**src/rtl/in_debounce.sv**
```systemverilog
// Per-channel input debouncer with registered glitch-free output, change strobe and busy flag.
// Define IN_DEBOUNCE_SYNC_EN to insert a 2-flop synchronizer ahead of each channel's debounce FSM.
module in_debounce #(
    parameter int WIDTH         = 4,
    parameter int STABLE_CYCLES = 50000,
    parameter int CNT_W         = 16
) (
    input  logic             clk,
    input  logic             rst_n,
    input  logic [0:WIDTH-1] i_raw,
    output logic [0:WIDTH-1] o_stable,
    output logic             o_changed,
    output logic             o_busy
);

    localparam logic [0:0]       ST_IDLE  = 1'b0;
    localparam logic [0:0]       ST_COUNT = 1'b1;
    localparam logic [CNT_W-1:0] CNT_LAST = CNT_W'(STABLE_CYCLES - 1);
    localparam logic [CNT_W-1:0] CNT_ONE  = CNT_W'(1);

    logic [0:WIDTH-1]            x;
    logic [0:WIDTH-1]            st;
    logic [0:WIDTH-1]            st_nxt;
    logic [0:WIDTH-1]            s_nxt;
    logic [0:WIDTH-1]            upd;
    logic [0:WIDTH-1][CNT_W-1:0] cnt;
    logic [0:WIDTH-1][CNT_W-1:0] cnt_nxt;
    logic                        busy_nxt;

`ifdef IN_DEBOUNCE_SYNC_EN
    logic [0:WIDTH-1] sync_p0;
    logic [0:WIDTH-1] sync_p1;

    // Stage p0/p1: metastability filter on the raw asynchronous levels
    always_ff @(posedge clk or negedge rst_n) begin
        if (!rst_n) begin
            sync_p0 <= '0;
            sync_p1 <= '0;
        end else begin
            sync_p0 <= i_raw;
            sync_p1 <= sync_p0;
        end
    end

    assign x = sync_p1;
`else
    assign x = i_raw;
`endif

    always_comb begin
        st_nxt   = st;
        cnt_nxt  = cnt;
        s_nxt    = o_stable;
        upd      = '0;
        busy_nxt = 1'b0;
        for (int k = 0; k < WIDTH; k++) begin
            case (st[k])
                ST_IDLE: begin
                    if (x[k] != o_stable[k]) begin
                        st_nxt[k]  = ST_COUNT;
                        cnt_nxt[k] = CNT_ONE;
                    end
                end
                ST_COUNT: begin
                    if (x[k] == o_stable[k]) begin
                        // Bounced back before the level was trusted: discard the run
                        st_nxt[k]  = ST_IDLE;
                        cnt_nxt[k] = '0;
                    end else if (cnt[k] == CNT_LAST) begin
                        st_nxt[k]  = ST_IDLE;
                        cnt_nxt[k] = '0;
                        s_nxt[k]   = x[k];
                        upd[k]     = 1'b1;
                    end else begin
                        cnt_nxt[k] = cnt[k] + CNT_ONE;
                    end
                end
                default: begin
                    st_nxt[k]  = ST_IDLE;
                    cnt_nxt[k] = '0;
                end
            endcase
            if (cnt_nxt[k] != '0) begin
                busy_nxt = 1'b1;
            end
        end
    end

    // Stage p2: debounce state and registered outputs
    always_ff @(posedge clk or negedge rst_n) begin
        if (!rst_n) begin
            st        <= '0;
            cnt       <= '0;
            o_stable  <= '0;
            o_changed <= 1'b0;
            o_busy    <= 1'b0;
        end else begin
            st        <= st_nxt;
            cnt       <= cnt_nxt;
            o_stable  <= s_nxt;
            o_changed <= |upd;
            o_busy    <= busy_nxt;
        end
    end

endmodule
```
**config.mk**
```make
export PLATFORM = sky130hd
export DESIGN_NAME = in_debounce
export DESIGN_NICKNAME = d
export VERILOG_FILES = /design/src/rtl/in_debounce.sv
export SDC_FILE = /design/constraint.sdc
export NUM_CORES = 1
export LEC_CHECK = 0
export ABC_AREA = 1
export CORE_MARGIN = 2
export CORE_UTILIZATION = 28
export CTS_BUF_LIST = sky130_fd_sc_hd__clkbuf_4
export DETAILED_ROUTE_END_ITERATION = 16
export PLACE_DENSITY = 0.43
export SLEW_MARGIN = 20
export SYNTH_ARGS = -nofsm -noshare
export SYNTH_HDL_FRONTEND = slang
export SYNTH_SLANG_ARGS = --single-unit
```
**constraint.sdc**
```tcl
create_clock -name clk -period 5.1 [get_ports clk]
set_clock_uncertainty 0.2 [all_clocks]
set_input_delay 0.765 -clock clk [delete_from_list [all_inputs] [get_ports clk]]
set_output_delay 0.765 -clock clk [all_outputs]
set_load 0.01 [all_outputs]
```
==> results of run 1 <==
-- flip-flops by register name, summed over array words and instances, names as in the netlist --
name and cells:
o_changed 1, st 4, cnt 64, o_busy 1, o_stable 4
-- per-layer routing --
layer | wire [µm] | share of wire [%]
met5 | 0 | 0
met4 | 344 | 2.6
met3 | 385 | 2.9
met2 | 6200 | 46
met1 | 6570 | 49
-- cells by family after synthesis --
family / after synthesis
simple gates: 527
buf+inv: 110
flops: 74
compound gates: 51
xor+xnor: 9
fa+ha+maj: 4
-- worst paths after layout --
| path | startpoint | end | slack, ns | cells past startpoint |
|---|---|---|---|---|
| setup / recovery | i_raw[0] | o_busy | 2.31 | 13 |
| hold / removal | cnt[17] | cnt[17] | 0.36 | 2 |
| min in group asynchronous | rst_n | cnt[35] | 0.51 | 2 |
| setup reg to reg | cnt[16] | o_busy | 2.60 | 12 |
| max in group asynchronous | rst_n | cnt[16] | 3.19 | 3 |
| hold reg to reg | cnt[17] | cnt[17] | 0.36 | 2 |
-- critical path: stages --
cell,delay (ns)
clkdlybuf4s50_1,0.43
or2_1,0.23
nand2_2,0.12
inv_2,0.08
nor2_1,0.63
nand2_1,0.09
o21ai_0,0.19
nor2_1,0.08
nand2_1,0.07
nor2_1,0.04
nand3_1,0.12
nor2_1,0.07
nand3_1,0.07
-- what timing repair did --
action,4_1_cts,5_1_grt
hold buffers,1,0
hold endpoints to repair,21,0
setup endpoints to repair,0,0
-- layout make-up --
cell class                      count  area, µm²  area share, %
Timing Repair Buffer               13        125           2.23
Multi-Input combinational cell    591       2820           50.2
Antenna cell                        1       2.50         0.0446
Tap cell                          229        287           5.11
Clock buffer                        9       67.6           1.21
Sequential cell                    74       1850           33.0
Inverter                          103        387           6.90
Clock inverter                      7       70.1           1.25
-- per-stage QoR --
stage          instance area, µm²  hold slack (ns)
2_1_floorplan                5100            0.269
3_3_place_gp                 5460            0.316
3_5_place_dp                 5460            0.323
4_1_cts                      5600            0.354
5_1_grt                      5610            0.400
6_report                     5610            0.355
-- placed cells by master, fill, tap and decap left out --
| master | count |
|---|---|
| dlygate4sd3_1 | 1 |
| nor3_2 | 1 |
| buf_4 | 2 |
| a21oi_1 | 7 |
| or2_1 | 1 |
| bufinv_16 | 1 |
| clkbuf_4 | 9 |
| nand2_1 | 238 |
| ha_1 | 4 |
| inv_2 | 8 |
| nand3_1 | 78 |
| nor2_1 | 123 |
| nor2_4 | 11 |
| nand2_4 | 4 |
| clkdlybuf4s50_1 | 10 |
| nor2_2 | 14 |
| a21oi_2 | 3 |
| xor2_1 | 9 |
| dfrtp_1 | 74 |
| nand3b_1 | 2 |
| o21ai_1 | 5 |
| clkinvlp_4 | 3 |
| clkinv_4 | 1 |
| nand3_2 | 6 |
| clkinv_1 | 1 |
| nand4_1 | 28 |
| o21ai_0 | 24 |
| nor3_1 | 5 |
| diode_2 | 1 |
| o22ai_1 | 1 |
| inv_1 | 95 |
| nand2_2 | 16 |
| a31oi_1 | 3 |
| a311o_1 | 1 |
| clkinv_2 | 1 |
| o21bai_1 | 7 |
-- power breakdown --
part	internal (W)	leakage, nW	switching (W)
sequential	0.000623	0.998	0.0000488
combinational	0.0000833	1.67	0.000165
clock	0.000147	0.0656	0.000240
==> summary.txt, run 1 <==
Die
  – Vertical die dimension: 139 µm
  – Area enclosed by the die boundary: 0.0193 mm²
  – Ports: 12
  – Initial Util: 28.5%
  – Area of the core: 0.0179 mm²
  – Die width: 139 µm
  – Cell row count: 49

GRT
  – Met2 Use GR: 23.3%
  – Pin count of the biggest net entering global routing: 54
  – GR Util All Layers: 14.7%
  – Grt met1 use: 20.0%
  – Global route total overflow: 0
  – Peak-usage layer in the global routing report: met2
  – M3 GR Usage: 1.90%
  – First-pass GRT wire length: 23000 µm
  – Vias in the first global route: 4663
  – Antenna violations before repair: 1

Placement
  – Port buffer count: 11
  – Placed wire-length estimate: 10100 µm
  – Post-Place Cells: 1009
  – Final weighted congestion in routability-driven placement: 0.864
  – Worst slack at placement: 1.77 ns

Power and ir drop
  – Total power draw: 0.00131 W
  – Max VDD drop: 136 µV
  – Pwr/cell area: 233 mW/mm²
  – Leak Pwr: 2.73 nW

Route
  – Post-route antenna net violation count: 0
  – Via density per instance: 4.70
  – Total vias in the final route: 4832
  – Residual DRC: 0
  – Overall routed net length: 13500 µm
  – Routed wirelength normalized by instance count: 13.1 µm
  – Violation count after the first detailed-routing iteration: 311
  – Length of the first detailed-routing pass in iterations: 5

Timing
  – Worst setup margin: 2.31 ns
  – Setup repair after global routing missed its margin: no
  – Slew of the pin with the lowest slew margin: 0.825 ns
  – Final clock period utilization by the worst path: 54.7%
  – Final setup violating endpoints: 0
  – Final number of hold-violating endpoints: 0
  – Peak clock frequency supported by timing: 359 MHz
  – Shortest clock period the worst path allows after layout: 2.79 ns
  – Remaining max-slew budget at the tightest pin: 44.8%
  – Setup TNS: 0 ns
  – Number of pins exceeding their max-slew limit in the final report: 0

Worst setup path
  – Critical Path AT: 3.00 ns
  – Startpoint Class: input pin
  – Required time at the endpoint of the critical path: 5.31 ns
  – Classification of the worst setup path: in2reg
  – Largest fanout on the critical path: 11
  – Critical path capture point type: register

Logic synthesis
  – Synthesized-area fraction occupied by ao, oa, aoi and oai cells: 5.77%
  – Synthesized area per cell: 6.58 µm²
  – Yosys warnings: 0
  – Nets in the synthesized netlist: 785
  – Number of synthesized register bits: 74
  – Share of Yosys cell area claimed by the top area cell type: 36.3%
  – Part of the Yosys area used for sequential elements: 36.3%
  – Post-Syn Area: 0.00510 mm²
  – Ranking of synthesized cells by area: dfrtp_1, nand2_1, nor2_1
  – Area share of fa/ha/maj cells after synthesis: 0.982%
  – Dominant cell by count in the synthesized netlist: nand2_1
  – Simple-gate area share of the yosys netlist: 47.0%
  – Async S/R FF share, synth: 100%
  – Post-synthesis mux area share: 0%
  – Cells after synthesis: 775
  – Combinational family with the most area after synthesis: simple AND/OR/NAND/NOR gates
  – Post-synthesis share of cell area spent on xor and xnor gates: 1.55%
  – Most area-hungry cell type in the Yosys netlist: dfrtp_1
  – Most frequent cells after synthesis: nand2_1, nor2_1, inv_1
  – Count of cell types in the netlist: 28
  – Ys flop type: dfrtp_1
  – Number of flops mapped to enable cells by yosys: 0

Hold path
  – Worst min path class: reg2reg

CTS
  – CTS root buf: clkbuf_4
  – CTS tree: yes
  – Clock buffer depth: 2
  – Number of buffers added for setup after CTS: 0
  – Clock latency of the later-clocked register in the worst-skew pair: 0.48 ns
  – Maximum level of the CTS H-tree: 3
  – Post-cts resize count: 0
  – CTS clk-pin slew, worst paths: 0.13 ns
  – # clock sinks: 74
  – Clock buffer count from CTS: 9

Cells and area
  – Net total in the final layout: 802
  – Non-filler cells, final: 1027
  – Fraction of final layout cells sized beyond drive strength 1: 10.0%
  – Fill cell instance count of the final layout: 1991
  – End-of-flow core utilization: 31.3%
  – Layout overhead on the synthesized area: 10.0%

Run
  – Maximum capacitance violations: 0

Outcome
  – Status: complete, no violations
No activity file was read; power rests on OpenSTA's default activity.
==> inputs of run 2 (changes only) <==
==> constraint.sdc (replaced) <==
create_clock -name clk -period 2.7 [get_ports clk]
set_clock_uncertainty 0.2 [all_clocks]
set_input_delay 0.405 -clock clk [delete_from_list [all_inputs] [get_ports clk]]
set_output_delay 0.405 -clock clk [all_outputs]
set_load 0.01 [all_outputs]
==> summary.txt, run 2 (same netlist as run 1, synthesis figures left out) <==
Worst setup path
  – Worst r2r src: cnt[16]
  – Worst setup path startpoint: cnt[16]
  – Largest fanout on the critical path: 7 (-4)
  – Critical path capture point type: register
  – Startpoint Class: register
  – CP cell instances: ha_1, nand2_1, inv_1, nand2_1, nor2_4, nand2_2, nand3_1, nand3_1, nor2_1, nand3_1, nor3_1, nand3_1
  – Number of cells on the worst reg-to-reg path: 12 (unchanged)
  – Crit path top cell by count: nand3_1
  – Required time at the endpoint of the critical path: 2.85 ns (-2.46 ns)
  – End of the critical path: o_busy
  – Critical Path AT: 2.61 ns (-0.39 ns)
  – Worst stage delay on the critical path: 0.40 ns (-0.23 ns)
  – Reg2Reg Setup Slack: 0.24 ns (-2.36 ns)
  – Cell at the slowest stage of the critical path: dfrtp_1
  – Classification of the worst setup path: reg2reg
  – Terminus of the critical flop-to-flop path: o_busy

Cells and area
  – Number of flip-flops in the largest register: 64 (unchanged)
  – Layout overhead on the synthesized area: 12.3%
  – Register bank with the most flops: cnt
  – Final Cell Area: 0.00573 mm² (+2.1%)
  – Commonest non-fill, non-tap cell in the layout: nand2_1
  – Fraction of final layout cells sized beyond drive strength 1: 11.0% (+1.0 points)
  – Net total in the final layout: 811 (+1.1%)
  – Most frequent cells in the layout: nand2_1, nor2_1, inv_1
  – Non-filler cells, final: 1037 (+0.97%)
  – Top flop regs: cnt x64, o_stable x4, st x4

Route
  – Residual DRC: 0 (unchanged)
  – Via density per instance: 4.63 (-1.5%)
  – Post-route antenna net violation count: 0 (unchanged)
  – Length of the first detailed-routing pass in iterations: 4 (-1)
  – Total vias in the final route: 4804 (-0.58%)
  – Overall routed net length: 13700 µm (+1.3%)
  – Violation count after the first detailed-routing iteration: 304 (-2.3%)
  – Routed wirelength normalized by instance count: 13.2 µm (+0.36%)

CTS
  – Number of buffers added for setup after CTS: 0 (unchanged)
  – CTS clk-pin slew, worst paths: 0.14 ns (about the same)
  – Clock latency of the later-clocked register in the worst-skew pair: 0.46 ns (-0.02 ns)
  – Clock buffer count from CTS: 9 (unchanged)
  – CTS tree: yes
  – # clock sinks: 74 (unchanged)
  – Post-cts resize count: 0 (unchanged)
  – CTS root buf: clkbuf_4
  – Maximum level of the CTS H-tree: 3 (unchanged)
  – Clock buffer depth: 2 (unchanged)

Run
  – Maximum capacitance violations: 0 (unchanged)

Power and ir drop
  – Leak Pwr: 2.81 nW (+2.8%)
  – Max VDD drop: 232 µV (+71%)
  – Pwr/cell area: 456 mW/mm² (+95%)

GRT
  – Vias in the first global route: 4690 (+0.58%)
  – GR Util All Layers: 14.8% (+0.15 points)
  – Antenna violations before repair: 1 (unchanged)
  – Global route total overflow: 0 (unchanged)
  – Pin count of the biggest net entering global routing: 45 (-17%)
  – First-pass GRT wire length: 23200 µm (+0.96%)

Die
  – Area of the core: 0.0179 mm² (unchanged)
  – Die width: 139 µm (unchanged)
  – Cell row count: 49 (unchanged)
  – Vertical die dimension: 139 µm (unchanged)
  – Ports: 12 (unchanged)
  – Area enclosed by the die boundary: 0.0193 mm² (unchanged)
  – Initial Util: 28.5% (unchanged)

Timing
  – Number of pins exceeding their max-slew limit in the final report: 0 (unchanged)
  – Remaining max-slew budget at the tightest pin: 48.1% (+3.3 points)
  – Worst hold-check slack: 0.302 ns (-0.0531 ns)
  – Final setup violating endpoints: 0 (unchanged)
  – Peak clock frequency supported by timing: 407 MHz
  – Shortest clock period the worst path allows after layout: 2.46 ns
  – Final clock period utilization by the worst path: 91.0%
  – Slew of the pin with the lowest slew margin: 0.775 ns (-0.0497 ns)
  – Setup repair after global routing missed its margin: no
  – Final number of hold-violating endpoints: 0 (unchanged)

Outcome
  – Status: complete, no violations

Hold path
  – Worst min path class: in2async

Placement
  – Post-Place Cell Area: 0.00555 mm² (+1.7%)
  – Final weighted congestion in routability-driven placement: 0.872 (+0.87%)
  – Placed wire-length estimate: 10200 µm (+1.8%)
  – Port buffer count: 11 (unchanged)
  – Post-Place Cells: 1018 (+0.89%)
-- run 2: changes by cell type in the layout (fill, tap and decap cells not counted), sizes merged --
cell,previous run,this run
buf,2,11
bufinv,1,2
clkbuf,9,13
clkinv,3,1
clkinvlp,3,0
diode,1,2
-- run 2: worst min-delay path by stage --
stage / startpoint / to / slack (ns) / cells past startpoint
floorplan: rst_n / cnt[0] / -0.09 / 0
global placement: rst_n / cnt[36] / 0.28 / 1
detailed placement: rst_n / cnt[35] / 0.29 / 1
CTS: rst_n / cnt[35] / 0.30 / 2
global route: rst_n / cnt[36] / 0.33 / 2
finish: rst_n / cnt[45] / 0.30 / 2
-- run 2: layer usage --
| metal | global-route usage [%] | vias up | share of wire [%] |
|---|---|---|---|
| met5 | 0 | - | 0 |
| met4 | 5.48 | 0 | 1.6 |
| met3 | 2.14 | 15 | 3.0 |
| met2 | 24.0 | 74 | 47 |
| met1 | 20.2 | 2202 | 48 |
| li1 | - | 2513 | - |
-- run 2: report_power, final --
| group | internal (W) | switching, W | total (W) |
|---|---|---|---|
| combinational | 0.000178 | 0.000320 | 0.000498 |
| clock | 0.000416 | 0.000425 | 0.000841 |
| sequential | 0.00118 | 0.0000930 | 0.00127 |
| total | 0.00177 | 0.000838 | 0.00261 |
-- run 2: final cells by class --
cell class / count / area, µm²
sequential: 74 / 1850
clock inverter: 3 / 63.8
multi-input combinational: 591 / 2820
inverter: 103 / 387
clock buffer: 13 / 97.6
antenna: 2 / 5.00
timing repair buffer: 22 / 218
tap: 229 / 287
fill: 1997 / 12200
-- run 2: repair_timing --
item                                   4_1_cts  5_1_grt
endpoints found under the hold margin       42        0
setup endpoints to repair                    0        0
hold buffers                                 1        0
-- run 2: worst max-delay path: cells and delay by family (launching register included) --
family,cells,cell delay [ns]
AND/OR/NAND/NOR,10,1.47
flip-flops,1,0.40
adder cells (fa/ha/maj),1,0.19
buffers and inverters,1,0.09
-- run 2: per-stage QoR --
step | power, W | util [%] | TNS, ns | worst slack, ns
2_1_floorplan | 0.00159 | - | 0 | 0.784
3_3_place_gp | 0.00179 | 31.0 | -0.0636 | -0.0636
3_5_place_dp | 0.00179 | 31.0 | -0.0911 | -0.0911
4_1_cts | 0.00266 | 32.0 | 0 | 0.234
5_1_grt | 0.00278 | 32.0 | 0 | 0.0121
6_report | 0.00261 | 32.0 | 0 | 0.242
==> inputs of run 3 (changes only) <==
==> constraint.sdc (replaced) <==
create_clock -name clk -period 2.7 [get_ports clk]
set_clock_uncertainty 0.2 [all_clocks]
set_input_delay 0.54 -clock clk [delete_from_list [all_inputs] [get_ports clk]]
set_output_delay 0.54 -clock clk [all_outputs]
set_load 0.01 [all_outputs]
==> summary.txt, run 3 (same netlist as run 1, synthesis figures left out) <==
CTS
  – Number of buffers added for setup after CTS: 0 (unchanged)
  – CTS tree: yes
  – CTS clk-pin slew, worst paths: 0.13 ns (about the same)
  – Maximum level of the CTS H-tree: 3 (unchanged)
  – Clock buffer count from CTS: 9 (unchanged)
  – Clock latency of the later-clocked register in the worst-skew pair: 0.47 ns (about the same)
  – Clock buffer depth: 2 (unchanged)
  – # clock sinks: 74 (unchanged)
  – CTS root buf: clkbuf_4

Route
  – Overall routed net length: 13900 µm (+2.0%)
  – Via density per instance: 4.70 (+1.5%)
  – Length of the first detailed-routing pass in iterations: 6 (+2)
  – Routed wirelength normalized by instance count: 13.3 µm (+0.71%)
  – Total vias in the final route: 4935 (+2.7%)
  – Violation count after the first detailed-routing iteration: 303 (-0.33%)
  – Post-route antenna net violation count: 0 (unchanged)
  – Residual DRC: 0 (unchanged)

Timing
  – Remaining max-slew budget at the tightest pin: 51.3% (+3.2 points)
  – Slew of the pin with the lowest slew margin: 0.728 ns (-0.0476 ns)
  – Number of pins exceeding their max-slew limit in the final report: 0 (unchanged)
  – Shortest clock period the worst path allows after layout: 2.37 ns (-0.0848 ns)
  – Final clock period utilization by the worst path: 87.9% (-3.1 points)
  – Final number of hold-violating endpoints: 0 (unchanged)
  – Worst setup margin: 0.327 ns (+0.0848 ns)
  – Setup repair after global routing missed its margin: no
  – Final setup violating endpoints: 0 (unchanged)
  – Peak clock frequency supported by timing: 421 MHz (+3.6%)
  – Setup TNS: 0 ns (unchanged)

Run
  – Maximum capacitance violations: 0 (unchanged)

Worst setup path
  – CP cell instances: ha_1, nand2_2, nor2_4, nand2_2, nor2_4, nor2_4, nand3_1, nand2_2, nor2_1, nand2_1, nor3_2, nand3_1
  – Classification of the worst setup path: reg2reg
  – Largest fanout on the critical path: 10 (+3)
  – Worst r2r src: cnt[0]
  – Critical path capture point type: register
  – Delay-heaviest family, CP: simple AND/OR/NAND/NOR gates
  – Required time at the endpoint of the critical path: 2.86 ns (about the same)
  – Cell at the slowest stage of the critical path: dfrtp_1
  – Worst stage delay on the critical path: 0.43 ns (+0.03 ns)
  – Reg2Reg Setup Slack: 0.33 ns (+0.08 ns)
  – Critical Path AT: 2.53 ns (-0.08 ns)
  – Number of cells on the critical path: 12 (unchanged)
  – Startpoint Class: register
  – Number of cells on the worst reg-to-reg path: 12 (unchanged)
  – Total buffers and inverters traversed by the critical path: 0 (-1)
  – Terminus of the critical flop-to-flop path: o_busy

Cells and area
  – Register bank with the most flops: cnt
  – Non-filler cells, final: 1050 (+1.3%)
  – Net total in the final layout: 825 (+1.7%)
  – Top flop regs: cnt x64, o_stable x4, st x4
  – Layout overhead on the synthesized area: 14.8%
  – Fraction of final layout cells sized beyond drive strength 1: 12.6% (+1.5 points)
  – Most frequent cells in the layout: nand2_1, nor2_1, inv_1
  – End-of-flow core utilization: 32.7% (+0.71 points)
  – Commonest non-fill, non-tap cell in the layout: nand2_1
  – Number of flip-flops in the largest register: 64 (unchanged)

GRT
  – Pin count of the biggest net entering global routing: 53 (+18%)
  – Peak-usage layer in the global routing report: met2
  – Grt met1 use: 20.8% (+0.58 points)
  – Global route total overflow: 0 (unchanged)
  – GR Util All Layers: 15.2% (+0.34 points)
  – Antenna violations before repair: 1 (unchanged)
  – First-pass GRT wire length: 23800 µm (+2.4%)
  – Met2 Use GR: 24.4% (+0.47 points)
  – Vias in the first global route: 4774 (+1.8%)
  – M3 GR Usage: 2.35% (+0.21 points)

Placement
  – Post-Place Cells: 1032 (+1.4%)
  – Worst slack at placement: -0.125 ns (-0.0336 ns)
  – Final weighted congestion in routability-driven placement: 0.848 (-2.7%)
  – Placed wire-length estimate: 10500 µm (+2.5%)
  – Port buffer count: 11 (unchanged)

Die
  – Die width: 139 µm (unchanged)
  – Vertical die dimension: 139 µm (unchanged)
  – Cell row count: 49 (unchanged)
  – Area enclosed by the die boundary: 0.0193 mm² (unchanged)
  – Ports: 12 (unchanged)
  – Initial Util: 28.5% (unchanged)
  – Area of the core: 0.0179 mm² (unchanged)

Outcome
  – Status: complete, no violations

Power and ir drop
  – Max VDD drop: 344 µV (+48%)
  – Leak Pwr: 2.89 nW (+2.8%)
  – Total power draw: 0.00271 W (+4.0%)
  – Pwr/cell area: 463 mW/mm² (+1.7%)

Hold path
  – Worst min path class: in2async
-- run 3: worst max path at each step --
stage          endpoint  slack, ns      from
2_1_floorplan    o_busy       0.72  i_raw[0]
3_3_place_gp     o_busy      -0.06  i_raw[2]
3_5_place_dp     o_busy      -0.12  i_raw[2]
4_1_cts          o_busy       0.31    cnt[0]
5_1_grt          o_busy       0.08   cnt[48]
6_report         o_busy       0.33    cnt[0]
-- run 3: cell type report --
| cell class | count | area [µm²] |
|---|---|---|
| clock inverters | 5 | 103 |
| diodes | 1 | 2.50 |
| repair buffers | 36 | 323 |
| fillers | 1979 | 12100 |
| multi-input cells | 591 | 2820 |
| inverters | 103 | 387 |
| clock buffers | 11 | 82.6 |
| flip-flops and latches | 74 | 1850 |
| well taps | 229 | 287 |
-- run 3: timing repair --
action | in CTS | in global routing
resized for setup | 0 | 0
endpoints found under the hold margin | 22 | 0
hold buffers | 1 | 0
-- run 3: where the power goes --
part,switching (W),total [W],internal [W]
clock network,0.000443,0.000931,0.000488
registers,0.0000927,0.00127,0.00118
logic,0.000319,0.000511,0.000192
total,0.000855,0.00271,0.00186
-- run 3: through the flow --
step	cell area (µm²)	hold WS (ns)
6_report	5850	0.318
3_5_place_dp	5650	0.277
3_3_place_gp	5650	0.275
4_1_cts	5850	0.311
5_1_grt	5850	0.327
2_1_floorplan	5100	0.0444
-- run 3: metal layers --
layer  wire [µm]  up-vias
li1            -     2537
met1        6690     2303
met2        6630       76
met3         390       19
met4         223        0
met5           0        -
